`config.mk`:
```
export PLATFORM = sky130hd
export DESIGN_NAME = mem_port_arbiter_flat
export DESIGN_NICKNAME = d
export VERILOG_FILES = /design/src/rtl/mem_port_arbiter_if.sv /design/src/rtl/mem_port_arbiter.sv /design/src/flat_wrapper.sv
export SDC_FILE = /design/constraint.sdc
export NUM_CORES = 1
export LEC_CHECK = 0
export CAP_MARGIN = 40
export CORE_MARGIN = 10
export CORE_UTILIZATION = 44
export DETAILED_ROUTE_END_ITERATION = 6
export PLACE_DENSITY_LB_ADDON = 0.15
export SLEW_MARGIN = 20
export SYNTH_ARGS = -nofsm -noshare
export SYNTH_HDL_FRONTEND = slang
export SYNTH_SLANG_ARGS = --single-unit
```
`constraint.sdc`:
```
create_clock -name clk -period 5.4 [get_ports clk]
set_clock_uncertainty 0.15 [all_clocks]
set_input_delay 0.81 -clock clk [delete_from_list [all_inputs] [get_ports clk]]
set_output_delay 0.81 -clock clk [all_outputs]
set_load 0.1 [all_outputs]
```
`src/rtl/mem_port_arbiter_if.sv`:
```
// Bus bundle between the pipeline front end (fetch and load/store
// requesters), the memory arbiter and the single-port backing memory.
interface mem_port_arbiter_if;
    // Instruction fetch side
    logic        if_req;
    logic [31:0] if_addr;
    logic [31:0] if_rdata;
    logic        if_done;
    // Load/store side
    logic        d_read;
    logic        d_write;
    logic [31:0] d_addr;
    logic [31:0] d_wdata;
    logic [31:0] d_rdata;
    logic        d_done;
    // Backing memory side
    logic [31:0] mem_addr;
    logic [31:0] mem_wdata;
    logic        mem_read;
    logic        mem_write;
    logic [31:0] mem_rdata;
    // Pipeline freeze controls
    logic        stall_if;
    logic        stall_mem;

    // Arbiter view
    modport slave (
        input  if_req, if_addr, d_read, d_write, d_addr, d_wdata, mem_rdata,
        output if_rdata, if_done, d_rdata, d_done,
               mem_addr, mem_wdata, mem_read, mem_write,
               stall_if, stall_mem
    );

    // Requesters plus memory view
    modport master (
        output if_req, if_addr, d_read, d_write, d_addr, d_wdata, mem_rdata,
        input  if_rdata, if_done, d_rdata, d_done,
               mem_addr, mem_wdata, mem_read, mem_write,
               stall_if, stall_mem
    );
endinterface

```
`src/rtl/mem_port_arbiter.sv`:
```
// Shares one fixed-latency single-port memory between instruction fetch and
// data load/store. Accesses are serialised IDLE -> BUSY -> DONE; address and
// strobes are held for MEM_LATENCY cycles, read data is captured in the last
// BUSY cycle and a one-cycle done pulse goes back to the owner.
module mem_port_arbiter #(
    parameter int MEM_LATENCY = 4,
    parameter int CNT_W       = 4
) (
    input  logic              clk,
    input  logic              reset,
    mem_port_arbiter_if.slave bus
);
    typedef enum logic [1:0] {
        S_IDLE = 2'd0,
        S_BUSY = 2'd1,
        S_DONE = 2'd2
    } state_e;

    localparam logic             OWNER_IF = 1'b0;
    localparam logic             OWNER_D  = 1'b1;
    localparam logic [CNT_W-1:0] CNT_LOAD = CNT_W'(MEM_LATENCY - 1);
    localparam logic [CNT_W-1:0] CNT_ONE  = CNT_W'(1);
    localparam logic [CNT_W-1:0] CNT_ZERO = {CNT_W{1'b0}};

    state_e             state_q, state_d;
    logic [CNT_W-1:0]   cnt_q, cnt_d;
    logic               owner_q, owner_d;
    logic               last_owner_q, last_owner_d;
    logic               is_write_q, is_write_d;
    logic [31:0]        mem_addr_q, mem_addr_d;
    logic [31:0]        mem_wdata_q, mem_wdata_d;
    logic               mem_read_q, mem_read_d;
    logic               mem_write_q, mem_write_d;
    logic [31:0]        if_rdata_q, if_rdata_d;
    logic [31:0]        d_rdata_q, d_rdata_d;
    logic               if_done_q, if_done_d;
    logic               d_done_q, d_done_d;

    logic               d_pend;
    logic               pick_data;

    // A store wins over a load if both are raised, so any data request counts.
    assign d_pend    = bus.d_read | bus.d_write;
    // Data is granted when alone, or on a tie when fetch went last.
    assign pick_data = d_pend & (~bus.if_req | (last_owner_q == OWNER_IF));

    // Next-state logic for the access sequencer and its registered outputs.
    always_comb begin
        state_d      = state_q;
        cnt_d        = cnt_q;
        owner_d      = owner_q;
        last_owner_d = last_owner_q;
        is_write_d   = is_write_q;
        mem_addr_d   = mem_addr_q;
        mem_wdata_d  = mem_wdata_q;
        mem_read_d   = mem_read_q;
        mem_write_d  = mem_write_q;
        if_rdata_d   = if_rdata_q;
        d_rdata_d    = d_rdata_q;
        if_done_d    = 1'b0;
        d_done_d     = 1'b0;

        case (state_q)
            S_IDLE: begin
                if (d_pend | bus.if_req) begin
                    owner_d      = pick_data;
                    last_owner_d = pick_data;
                    cnt_d        = CNT_LOAD;
                    state_d      = S_BUSY;
                    if (pick_data) begin
                        mem_addr_d  = bus.d_addr;
                        mem_wdata_d = bus.d_wdata;
                        is_write_d  = bus.d_write;
                        mem_read_d  = ~bus.d_write;
                        mem_write_d = bus.d_write;
                    end else begin
                        mem_addr_d  = bus.if_addr;
                        mem_wdata_d = 32'h0000_0000;
                        is_write_d  = 1'b0;
                        mem_read_d  = 1'b1;
                        mem_write_d = 1'b0;
                    end
                end else begin
                    mem_addr_d  = 32'h0000_0000;
                    mem_wdata_d = 32'h0000_0000;
                    mem_read_d  = 1'b0;
                    mem_write_d = 1'b0;
                end
            end
            S_BUSY: begin
                if (cnt_q != CNT_ZERO) begin
                    cnt_d = cnt_q - CNT_ONE;
                end else begin
                    // Last BUSY cycle: memory data is valid now.
                    if (!is_write_q) begin
                        if (owner_q == OWNER_D) begin
                            d_rdata_d = bus.mem_rdata;
                        end else begin
                            if_rdata_d = bus.mem_rdata;
                        end
                    end else begin
                        d_rdata_d = d_rdata_q;
                    end
                    if (owner_q == OWNER_D) begin
                        d_done_d = 1'b1;
                    end else begin
                        if_done_d = 1'b1;
                    end
                    mem_addr_d  = 32'h0000_0000;
                    mem_wdata_d = 32'h0000_0000;
                    mem_read_d  = 1'b0;
                    mem_write_d = 1'b0;
                    state_d     = S_DONE;
                end
            end
            S_DONE: begin
                // Bubble cycle; requests are only looked at from IDLE.
                state_d = S_IDLE;
            end
            default: begin
                mem_addr_d  = 32'h0000_0000;
                mem_wdata_d = 32'h0000_0000;
                mem_read_d  = 1'b0;
                mem_write_d = 1'b0;
                state_d     = S_IDLE;
            end
        endcase
    end

    // State registers; reset aborts any access in flight without a done pulse.
    always_ff @(posedge clk) begin
        if (reset) begin
            state_q      <= S_IDLE;
            cnt_q        <= CNT_ZERO;
            owner_q      <= OWNER_IF;
            last_owner_q <= OWNER_IF;
            is_write_q   <= 1'b0;
            mem_addr_q   <= 32'h0000_0000;
            mem_wdata_q  <= 32'h0000_0000;
            mem_read_q   <= 1'b0;
            mem_write_q  <= 1'b0;
            if_rdata_q   <= 32'h0000_0000;
            d_rdata_q    <= 32'h0000_0000;
            if_done_q    <= 1'b0;
            d_done_q     <= 1'b0;
        end else begin
            state_q      <= state_d;
            cnt_q        <= cnt_d;
            owner_q      <= owner_d;
            last_owner_q <= last_owner_d;
            is_write_q   <= is_write_d;
            mem_addr_q   <= mem_addr_d;
            mem_wdata_q  <= mem_wdata_d;
            mem_read_q   <= mem_read_d;
            mem_write_q  <= mem_write_d;
            if_rdata_q   <= if_rdata_d;
            d_rdata_q    <= d_rdata_d;
            if_done_q    <= if_done_d;
            d_done_q     <= d_done_d;
        end
    end

    assign bus.mem_addr  = mem_addr_q;
    assign bus.mem_wdata = mem_wdata_q;
    assign bus.mem_read  = mem_read_q;
    assign bus.mem_write = mem_write_q;
    assign bus.if_rdata  = if_rdata_q;
    assign bus.d_rdata   = d_rdata_q;
    assign bus.if_done   = if_done_q;
    assign bus.d_done    = d_done_q;

    // Freeze a stage while its request is up and not completing this cycle.
    assign bus.stall_if  = bus.if_req & ~if_done_q;
    assign bus.stall_mem = d_pend & ~d_done_q;
endmodule
```
`src/flat_wrapper.sv`:
```
// flat-port wrapper written by rule: the top's interface ports become plain ports
module mem_port_arbiter_flat 
#(
    parameter int MEM_LATENCY = 4,
    parameter int CNT_W       = 4
)
  (clk, reset, bus_if_req, bus_if_addr, bus_d_read, bus_d_write, bus_d_addr, bus_d_wdata, bus_mem_rdata, bus_if_rdata, bus_if_done, bus_d_rdata, bus_d_done, bus_mem_addr, bus_mem_wdata, bus_mem_read, bus_mem_write, bus_stall_if, bus_stall_mem);
  mem_port_arbiter_if bus_i ();
  input  logic clk;
  input  logic reset;
  input wire logic [$bits(bus_i.if_req)-1:0] bus_if_req;
  input wire logic [$bits(bus_i.if_addr)-1:0] bus_if_addr;
  input wire logic [$bits(bus_i.d_read)-1:0] bus_d_read;
  input wire logic [$bits(bus_i.d_write)-1:0] bus_d_write;
  input wire logic [$bits(bus_i.d_addr)-1:0] bus_d_addr;
  input wire logic [$bits(bus_i.d_wdata)-1:0] bus_d_wdata;
  input wire logic [$bits(bus_i.mem_rdata)-1:0] bus_mem_rdata;
  output wire logic [$bits(bus_i.if_rdata)-1:0] bus_if_rdata;
  output wire logic [$bits(bus_i.if_done)-1:0] bus_if_done;
  output wire logic [$bits(bus_i.d_rdata)-1:0] bus_d_rdata;
  output wire logic [$bits(bus_i.d_done)-1:0] bus_d_done;
  output wire logic [$bits(bus_i.mem_addr)-1:0] bus_mem_addr;
  output wire logic [$bits(bus_i.mem_wdata)-1:0] bus_mem_wdata;
  output wire logic [$bits(bus_i.mem_read)-1:0] bus_mem_read;
  output wire logic [$bits(bus_i.mem_write)-1:0] bus_mem_write;
  output wire logic [$bits(bus_i.stall_if)-1:0] bus_stall_if;
  output wire logic [$bits(bus_i.stall_mem)-1:0] bus_stall_mem;
  assign bus_i.if_req = bus_if_req;
  assign bus_i.if_addr = bus_if_addr;
  assign bus_i.d_read = bus_d_read;
  assign bus_i.d_write = bus_d_write;
  assign bus_i.d_addr = bus_d_addr;
  assign bus_i.d_wdata = bus_d_wdata;
  assign bus_i.mem_rdata = bus_mem_rdata;
  assign bus_if_rdata = bus_i.if_rdata;
  assign bus_if_done = bus_i.if_done;
  assign bus_d_rdata = bus_i.d_rdata;
  assign bus_d_done = bus_i.d_done;
  assign bus_mem_addr = bus_i.mem_addr;
  assign bus_mem_wdata = bus_i.mem_wdata;
  assign bus_mem_read = bus_i.mem_read;
  assign bus_mem_write = bus_i.mem_write;
  assign bus_stall_if = bus_i.stall_if;
  assign bus_stall_mem = bus_i.stall_mem;
  mem_port_arbiter #(.MEM_LATENCY(MEM_LATENCY), .CNT_W(CNT_W)) u_core (.clk(clk), .reset(reset), .bus(bus_i));
endmodule
```
==> results.md, run 1 <==
- Status: stopped before the end
- Halt Stage: clock tree synthesis
- Halt Reason: [ERROR DPL-0033] detailed placement checks failed during check placement.
- Synthesis-stage register bit count: 140
- HPWL after detailed placement: 20.8 mm
- Post-synth cell types: 38
- Area contributors post-synth: dfxtp_1 (51%), o2bb2ai_2 (8.5%), a21oi_1 (6.4%)
- Placed Cells: approximately 1100
- Die Height: between 100 and 150 um
- Synth Area in Compound Gates: 0.279
- Syn nets: approximately 670
- Die Wd: around 130 um
- Yosys warns: 0
- Number of flops mapped to enable cells by yosys: 0
- Cell Area, Placed: approximately 11000 um^2
- CTS Hold Bufs: 0
- Xor/xnor cell area share of the yosys netlist: 0
- Synth cell count leaders: dfxtp_1 (140), a21oi_1 (70), o21ai_0 (66)
- Top_reg_cell synth: dfxtp_1
- Post-CTS Setup Inserts: 0
- Most common cell in the netlist: dfxtp_1
- Main combinational cell family by area after synthesis: compound AO/OA/AOI/OAI gates
- H-tree lvl count: 4
- Routability-driven placement congestion ratio: between 0.8 and 0.9
- IO Port Bufs: 266
- Post-Syn Area: 5470 um^2
- Rows: 40
- Mux cell area share after synthesis: 0.0586
- Post-synthesis sequential area ratio: 0.513
- Mean Syn Cell Area: roughly 10 um^2
- CTS Root Cell: clkbuf_16
- Post-Synth Adder-Cell Area: 0.00458
- Post-synthesis simple-gate area fraction: 0.0943
- Num CTS Buffers: 17
- Cells after Synth: around 540
- Cts repair resizes: 0
- Biggest area consumer among synthesized cells: dfxtp_1
- Deepest clock path buffer count: 2
- Post-synth ARST share: 0
- Clock sinks: 140
- Initial Util: 0.451
- Ports: 267
- Top cell type's share of synthesized area: 0.513
-- cells by family after synthesis --
| logic type | count (synthesis) |
|---|---|
| buf+inv | 59 |
| fa+ha+maj | 2 |
| mux | 32 |
| simple gates | 93 |
| flops | 140 |
| compound gates | 210 |
-- per-stage QoR --
step | setup WS [ps] | hold slack [ps] | util
after floorplan | 2300 | 315 | -
after global placement | 1720 | 295 | 0.677
after detailed placement | 1970 | 311 | 0.922
==> run 2: changes to the inputs <==
- CORE_UTILIZATION: 44 -> 37
==> run 2 against run 1 <==
Synthesized cell count unchanged. Synthesized area unchanged. The run now ends clean.
==> results.md, run 2 <==
- Hold Slack: about 320 ps
- Initial Util: 0.378 (was 0.451)
- CP required: roughly 4400 ps
- CORE AREA: 14500 um^2
- Met1 Routed Length: around 8.6 mm
- Commonest non-fill, non-tap cell in the layout: clkdlybuf4s50_1
- Crit end category: output port
- Pwr Density: 345 nW/um^2
- Final Util: 0.816
- Worst R2R End: u_core.bus.if_rdata[18]$_SDFFE_PP0P_
- Fin. max-slew vios: 0
- CTS tree: yes
- CTS Hold Bufs: 0 (unchanged)
- Clock Latency Late Sink: 420 ps
- Final setup fails: 0
- Largest net degree at the start of global routing: 77
- Slew headroom: 0.567
- H-tree lvl count: 4 (unchanged)
- Number of flops mapped to enable cells by yosys: 0 (unchanged)
- # DRC: 0
- Tcrit/Tclk final: 0.627
- Syn nets: 671 (unchanged)
- Avg WL per Cell: roughly 22 um
- Top sig layer: met4
- Tightest Pin Transition: 649 ps
- Met3 wire length: 1.79 mm
- Min cycle time layout: 3380 ps
- Routability-driven placement congestion ratio: 0.791 (was 0.811)
- Area contributors post-synth: dfxtp_1 (51%), o2bb2ai_2 (8.5%), a21oi_1 (6.4%) (unchanged)
- Deepest clock path buffer count: 2 (unchanged)
- Min-Delay Path Class: register to register
- Worst Hold End: u_core.bus.mem_addr[17]$_SDFFE_PP0P_
- Highest Clock Rate: 0.296 GHz
- Biggest area consumer among synthesized cells: dfxtp_1 (unchanged)
- Hold wc startpoint: u_core.bus.mem_addr[17]$_SDFFE_PP0P_
- Status: finished, final reports clean (was stopped before the end)
- Hold Vio Cnt, Final: 0
- Most common cell in the netlist: dfxtp_1 (unchanged)
- Top_reg_cell synth: dfxtp_1 (unchanged)
- Cts repair resizes: 0 (unchanged)
- Die Wd: 142 um (was 131 um)
- Sum Neg Setup Slack: 0 ps
- Post-Syn Area: 5470 um^2 (unchanged)
- Clock transition at the registers of the reported paths: around 50 ps
- Hold Path Depth: 1
- Synthesis-stage register bit count: 140 (unchanged)
- Num CTS Buffers: 17 (unchanged)
- Antenna viol nets, final: 0
- Rows: 44 (was 40)
- Commonest cells after routing, fill and taps aside: clkdlybuf4s50_1 (265), dfxtp_1 (140), buf_16 (71)
- Area grow syn2layout: 116%
- Post-CTS Setup Inserts: 0 (unchanged)
- Critical path type: input pin to output port
- Vias per cell: around 5.3
- Initial drt markers: around 340
- NumNets Final: 1048
- Post-synth cell types: 38 (unchanged)
- Worst r2r src: u_core.cnt_q[0]$_SDFFE_PP0P_
- Synth cell count leaders: dfxtp_1 (140), a21oi_1 (70), o21ai_0 (66) (unchanged)
- Post-synth ARST share: 0 (unchanged)
- P_leak: about 4.4 nW
- Drt total wl: 24.4 mm
- Vias: 5840
- Drt pass-1 iters: 4
- Crit path DAT: 2420 ps
- Post-synthesis sequential area ratio: 0.513 (unchanged)
- HPWL after detailed placement: 18.4 mm (was 20.8 mm)
- Worst reg2reg path depth: 6
- Layout cell share with drive strength beyond 1: 0.234
- IO Port Bufs: 266 (unchanged)
- CTS Root Cell: clkbuf_16 (unchanged)
- Number of max-cap violations: 0
- DIE AREA: 20000 um^2
- Clock sinks: 140 (unchanged)
- Top cell type's share of synthesized area: 0.513 (unchanged)
- First-pass GRT wire length: approximately 37 mm
- Mean Syn Cell Area: 10.2 um^2 (unchanged)
- Initial antenna violation count: 1
- Yosys warns: 0 (unchanged)
- IR drop worst, VDD: 0.233 mV
- Vias in the first global route: approximately 6400
- Ports: 267 (unchanged)
- Die Height: 142 um (was 131 um)
- Cells after Synth: 536 (unchanged)
- Total track usage: 0.236
- Flop2flop setup slack: just over 3000 ps
- Worst setup SP type: input pin
- RSZ-0062 raised after global routing: false
- Metal2 WL: between 10 and 15 mm
- Global route total overflow: 0
- Crit path max fanout: 5
run 2: stage by stage:
| stage | setup slack, ps | instances | area, um^2 | power (mW) |
|---|---|---|---|---|
| 2_1_floorplan | 2300 | 536 | 5470 | 2.09 |
| 3_3_place_gp | 1660 | 938 | 8200 | 2.43 |
| 3_5_place_dp | 2040 | 1076 | 11100 | 2.89 |
| 4_1_cts | 2010 | 1108 | 11800 | 4.09 |
| 5_1_grt | 1980 | 1111 | 11800 | 4.20 |
| 6_report | 2020 | 1111 | 11800 | 4.08 |
run 2: report_power, final:
| group | switching (mW) | total [mW] | leakage (nW) | internal, mW |
|---|---|---|---|---|
| clock | 0.428 | 1.20 | 0.301 | 0.773 |
| sequential | 0.0694 | 1.19 | 1.14 | 1.12 |
| combinational | 1.00 | 1.68 | 3.00 | 0.679 |
run 2: cells by family after synthesis:
group,count (synthesis),share of synthesized area
buf+inv,59,0.0506
compound gates,210,0.279
fa+ha+maj,2,0.00458
simple gates,93,0.0943
flops,140,0.513
mux,32,0.0586
run 2: metal layers:
layer	GRT usage	up-vias
met4	0.0850	0
li1	-	2744
met3	0.0758	32
met2	0.435	221
met1	0.241	2843
met5	0	-
run 2: worst max-delay path by stage:
stage,from,end,slack [ps],cells after the start
after global placement,bus_d_write,bus_stall_mem,1660,4
after detailed placement,bus_if_req,bus_stall_if,2040,4
after CTS,bus_if_req,bus_stall_if,2010,4
after floorplan,bus_if_req,bus_stall_if,2300,1
final,bus_if_req,bus_stall_if,2020,4
after global routing,bus_if_req,bus_stall_if,1980,4
run 2: final cells by class:
class                   instances  area [um^2]
fillers                       813         2670
clock inverters                 7          110
flip-flops and latches        140         2800
diodes                          1         2.50
repair buffers                413         5710
inverters                       4         15.0
well taps                     184          230
multi-input cells             337         2440
clock buffers                  25          495
run 2: critical path, cell delays in order:
cell and delay, ps:
clkdlybuf4s50_1 650, nor2b_1 190, clkdlybuf4s50_1 550, buf_8 210
Power figures use the tool's default switching activity.
